===== src/rtl/instruction_fetch_memory.sv =====
// Instruction store with an internal program counter, a registered fetch path,
// stall, branch redirect and a program-load write port.
module instruction_fetch_memory #(
  parameter int unsigned           DATA_WIDTH = 8,
  parameter int unsigned           ADDR_WIDTH = 4,
  parameter logic [ADDR_WIDTH-1:0] RESET_PC   = '0
) (
  input  logic                  Clock,
  input  logic                  Reset,
  input  logic                  Stall,
  input  logic                  BranchTaken,
  input  logic [ADDR_WIDTH-1:0] BranchTarget,
  input  logic                  LoadEnable,
  input  logic [ADDR_WIDTH-1:0] LoadAddress,
  input  logic [DATA_WIDTH-1:0] LoadData,
  output logic [DATA_WIDTH-1:0] Instruction,
  output logic [ADDR_WIDTH-1:0] InstructionAddress,
  output logic                  InstructionValid
);

  localparam int unsigned mem_depth = 2 ** ADDR_WIDTH;

  typedef logic [mem_depth-1:0][DATA_WIDTH-1:0] mem_t;

  // Power-up image: every word holds its own address, truncated to the word width.
  function automatic mem_t init_mem();
    mem_t m;
    for (int unsigned i = 0; i < mem_depth; i++) begin
      m[ADDR_WIDTH'(i)] = DATA_WIDTH'(i);
    end
    return m;
  endfunction

  mem_t mem_q = init_mem();

  logic [ADDR_WIDTH-1:0] pc_q, pc_d;
  logic [DATA_WIDTH-1:0] instr_q, instr_d;
  logic [ADDR_WIDTH-1:0] addr_q, addr_d;
  logic                  valid_q, valid_d;

  // Memory is only ever changed by the load port; reset leaves contents intact.
  always_ff @(posedge Clock) begin
    if (LoadEnable && !Reset) begin
      mem_q[LoadAddress] <= LoadData;
    end
  end

  // Load beats branch beats stall beats a normal fetch.
  always_comb begin
    pc_d    = pc_q;
    instr_d = instr_q;
    addr_d  = addr_q;
    valid_d = valid_q;
    if (LoadEnable) begin
      valid_d = 1'b0;
    end else if (BranchTaken) begin
      pc_d    = BranchTarget;
      valid_d = 1'b0;
    end else if (!Stall) begin
      instr_d = mem_q[pc_q];
      addr_d  = pc_q;
      valid_d = 1'b1;
      pc_d    = pc_q + 1'b1;
    end
  end

  always_ff @(posedge Clock) begin
    if (Reset) begin
      pc_q    <= RESET_PC;
      instr_q <= '0;
      addr_q  <= '0;
      valid_q <= 1'b0;
    end else begin
      pc_q    <= pc_d;
      instr_q <= instr_d;
      addr_q  <= addr_d;
      valid_q <= valid_d;
    end
  end

  assign Instruction        = instr_q;
  assign InstructionAddress = addr_q;
  assign InstructionValid   = valid_q;

endmodule


===== config.mk =====
export PLATFORM = sky130hd
export DESIGN_NAME = instruction_fetch_memory
export DESIGN_NICKNAME = d
export VERILOG_FILES = /design/src/rtl/instruction_fetch_memory.sv
export SDC_FILE = /design/constraint.sdc
export NUM_CORES = 1
export LEC_CHECK = 0
export ABC_AREA = 1
export BUFFER_PORTS_ARGS = -buffer_cell sky130_fd_sc_hd__buf_2
export CORE_MARGIN = 4
export CORE_UTILIZATION = 30
export DETAILED_ROUTE_END_ITERATION = 10
export GPL_ROUTABILITY_DRIVEN = 0
export GPL_TIMING_DRIVEN = 0
export SYNTH_ARGS = -nofsm -noshare
export SYNTH_HDL_FRONTEND = slang
export SYNTH_SLANG_ARGS = --single-unit

===== constraint.sdc =====
create_clock -name Clock -period 1.56 [get_ports Clock]
set_clock_uncertainty 0.2 [all_clocks]
set_input_delay 0.234 -clock Clock [delete_from_list [all_inputs] [get_ports Clock]]
set_output_delay 0.234 -clock Clock [all_outputs]
set_load 0.01 [all_outputs]

* Word level (Yosys, flattened, before mapping) *
Cells that the tools add are included.

operators by class
  reductions and logical operators = 6
  $add $sub $neg = 1
  bitwise operators = 3
  muxes and demuxes = 7
  multiply operators = 0
  shifts and indexed selects = 0
  magnitude comparators = 3
  equality and inequality tests = 1
  divide/modulo/power cells = 0

operator list
  cell                                                                          number
  128-bit bitwise mux                                                           1
  8-bit binary-select mux with 4-bit select                                     1
  8-bit demux with 4-bit select                                                 1
  8-bit 2-to-1 mux                                                              2
  4-bit by 5-bit less-than comparator with 1-bit output, second input constant  2
  4-bit 2-to-1 mux                                                              2
  4-bit by 1-bit adder with 4-bit output, second input constant                 1
  4-bit by 1-bit >= comparator with 1-bit output, second input constant         1
  1-bit inverter                                                                3
  3-bit AND reduction                                                           1
  3-bit OR reduction                                                            1
  1-bit logical AND                                                             2
  2-bit by 1-bit inequality test with 1-bit output, second input constant       1
  2-bit AND reduction                                                           1
  1-bit zero test                                                               1

word-level totals
  input port bits = 21
  memories = 0
  logic and storage cells = 41
  RAM bits = 0
  latch bits = 0
  output and inout port bits = 13
  bits in registers = 145
  bits in read-only memories = 0

* Logic depth before layout (Yosys ltp) *
  word-level depth = 5
  depth in mapped cells = 10
  gate-level depth less buffers = 8

* Least setup slack after synthesis *
OpenSTA, ideal clock, no wires.

  path type = input-to-reg
  from = in Reset
  to = reg mem_q[112] (netlist name), enable pin
  slack = -0.151 ns
  required time = 0.990 ns
  path buffers = 1
  cell stages on the path = 4
  arrival = 1.141 ns
  library setup time = 0.370 ns
  path through = clkbuf_1 nor2_1 nand3_1 nor2_1

on the way
  word-level cells in the longest chain between the ends = 2

RTL lines
  item                            RTL line  RTL
  start: declaration              9         input logic Reset,
  1-bit zero test                 43        if (LoadEnable && !Reset) begin
  1-bit logical AND               43
  end signal: indexed assignment  44        mem_q[LoadAddress] <= LoadData;
  end: declaration                34        mem_t mem_q = init_mem();

No other way between the ends.
A chain may end at the register's enable or synchronous reset.

* Worst setup path after layout *
  from = reg pc_q[0]
  to = reg instr_q[3] (netlist: Instruction[3])

on the way
  word-level cells in the longest chain between the ends = 2

RTL lines
  item                                       RTL line  RTL
  start: declaration                         36        logic [ADDR_WIDTH-1:0] pc_q, pc_d;
  start signal: assignment                   74        pc_q <= pc_d;
  8-bit binary-select mux with 4-bit select  60        instr_d = mem_q[pc_q];
  8-bit 2-to-1 mux (implied by the code)     60
  end signal: assignment                     75        instr_q <= instr_d;
  end: declaration                           37        logic [DATA_WIDTH-1:0] instr_q, instr_d;

No other way between the ends. The select of a mux whose other input is x is not followed.

==> impl_metrics.tcl <==
set metrics [dict create \
    synth_warnings 0 \
    hp-class "input port to flop" \
    maxCapViolCount 0 \
    grt_overflow 0 \
    p_total_mw 9.466 \
    cp-start-kind "flop" \
    grt_pass1_wl_um 24720 \
    critPathKind "flop to flop" \
    p_sw_mw 2.181 \
    grt_usage_pct 13.86 \
    syn_to_final_growth_pct 29.00 \
    cp_max_fo 8 \
    worst_pin_slew_ns 0.5458 \
    hold_viol 0 \
    drv_slew 0 \
    core_area_um2 20300 \
    antenna_found_initial 2 \
    setup_slack_ns -0.09441 \
    grt_pass1_vias 4317 \
    avgViaCountPerCell 4.575 \
    synth_top_area_share_pct 61.86 \
    period_needed_ns 1.654 \
    fin_crit_sh_pct 106.1 \
    antenna_cells 0 \
    maxClockFrequency_mhz 604.4 \
    setup_viol 8 \
    swShare_pct 23.04 \
    netlist_top_cells_count "182 x nand2_1, 128 x edfxtp_1, 92 x inv_1" \
    finalWirelength_um 16070 \
    setup_tns_ns -0.3202 \
    cts_max_path_buffers 2 \
    p_int_mw 7.285 \
    violations "setup timing" \
    clkPwrFrac_pct 45.4 \
    yosysMostFrequentCell "nand2_1" \
    irDropWorstVdd_mv 0.7238 \
    critPathCaptureType "flop" \
    drive_above_1_share_pct 22.08 \
    drc 0 \
    pwr-share-comb_pct 9.1 \
    cts_tree "yes" \
    synth_area_leaders "edfxtp_1 62%, nand2_1 11%, nand3_1 6.0%" \
    synth_flop_cell "edfxtp_1" \
    clk_pin_slew_ns 0.06 \
    dp_cells 919 \
    outcome "complete, but fails checks" \
    clk_latency_ns 0.41 \
    yosysTopAreaCell "edfxtp_1" \
    synthesis.area_um2 6213 \
    start_util_pct 30.61 \
    fp.dieW_um 151.9 \
    ctsRootBufferMaster "clkbuf_16" \
    cp.required_ns 1.66 \
    synth-seq-cells 145 \
    cts_sinks 145 \
    h-tree-depth 4 \
    die_y_um 151.9 \
    synth_fp_nets 639 \
    final_core_util_pct 39.48 \
    avgSynthCellArea_um2 10.07 \
    port_buffers 32 \
    yosysUniqueCellTypes 22 \
    p_per_area_nw_per_um2 1181 \
    fin_cells 972 \
    post-route-cell-area_um2 8015 \
    vias 4447 \
    worstPathArrival_ns 1.76 \
    max_slew_margin_pct 63.48 \
    rows 52 \
    p_seq_share_pct 45.5 \
    firstDrtPassIters 5 \
    postPlaceCellArea_um2 6731 \
    place_ws_ns -0.8584 \
    ys_seq_area_share_pct 67.34 \
    final_antenna_net_count 0 \
    hold_slack_ns 0.02003 \
    syn_inst 617 \
    async_flop_share_pct 0 \
    die_area_um2 23080 \
    grt_max_degree 17 \
    cts_buffers 17 \
    ios 34 \
    rsz0062_at_grt "yes" \
    power_leakage_nw 3.247 \
    fin_nets 712 \
    drt_iter0_markers 357 \
    synth_edf_count 128 \
    wire_per_inst_um 16.54 \
    post-dp-hpwl_um 10290 \
]
worst max-delay path: stages (launching register included):
cell and delay (ns):
dfxtp_4 0.37, buf_8 0.14, inv_8 0.05, buf_12 0.14, buf_8 0.14, nand2_4 0.05
nand2_2 0.05, nand2_2 0.06, nand3_2 0.10, a21oi_2 0.19, nor2_1 0.06
power by group through the flow:
stage | sequential [mW] | combinational [mW] | clock (mW)
after global routing | 4.31 | 0.942 | 4.51
after detailed placement | 4.39 | 0.687 | 0
after floorplan | 4.39 | 0.406 | 0
after CTS | 4.31 | 0.802 | 4.33
after global placement | 4.39 | 0.680 | 0
final | 4.31 | 0.857 | 4.30
layer usage:
| metal | part of all wire (%) | vias up | wire (µm) | GRT usage, % |
|---|---|---|---|---|
| met3 | 7.0 | 32 | 1127 | 3.157 |
| met5 | 0.16 | - | 26 | 0 |
| li1 | - | 2153 | - | - |
| met4 | 3.2 | 4 | 512 | 6.250 |
| met2 | 45 | 152 | 7309 | 21.36 |
| met1 | 44 | 2106 | 7096 | 18.71 |
final cells by class:
class,count,area [µm²]
Inverter,95,371.6
Clock buffer,17,425.4
Clock inverter,14,205.2
Sequential cell,145,4188
Fill cell,1956,12280
Buffer,27,265.3
Tap cell,270,337.8
Multi-Input combinational cell,350,1765
Timing Repair Buffer,54,456.7
sequential cells by signal, summed over array words and instances (netlist names):
register and count:
InstructionValid 1, InstructionAddress 4, pc_q 4, Instruction 8
mem_q 128
cell families after synthesis:
| group | Yosys count | synth area share, % |
|---|---|---|
| compound gates | 31 | 3.222 |
| simple gates | 318 | 20.96 |
| buf+inv | 122 | 8.276 |
| flops | 145 | 67.34 |
| fa+ha+maj | 1 | 0.2013 |
path summary, 6_finish.rpt:
| kind | end | slack (ns) | cells past startpoint | start |
|---|---|---|---|---|
| max | Instruction[3]$_SDFFE_PP0P_ | -0.09 | 10 | pc_q[0]$_SDFFE_PP0P_ |
| min | pc_q[2]$_SDFFE_PP0P_ | 0.02 | 5 | BranchTaken |
| max reg2reg | Instruction[3]$_SDFFE_PP0P_ | -0.09 | 10 | pc_q[0]$_SDFFE_PP0P_ |
| min reg2reg | InstructionAddress[2]$_SDFFE_PP0P_ | 0.27 | 2 | InstructionAddress[2]$_SDFFE_PP0P_ |
cell usage in the layout (no fill, tap or decap), drive strengths merged:
cell type,count
clkinv,6
a311oi,1
edfxtp,128
ha,1
o21ai,4
clkinvlp,2
nand2,182
o211ai,8
bufinv,4
nand3b,3
buf,66
dlygate4sd3,9
inv,97
a211oi,4
nor2,57
nand4,2
clkbuf,23
dfxtp,17
nand3,74
a21oi,14
repair_timing:
action | CTS | global route
gates cloned | 1 | 1
endpoints found under the hold margin | 4 | 0
pin swaps | 17 | 20
resized for setup | 68 | 34
setup buffers | 9 | 2
hold buffers | 9 | 0
setup endpoints to repair | 138 | 24
(Power assumes the default switching activity.)
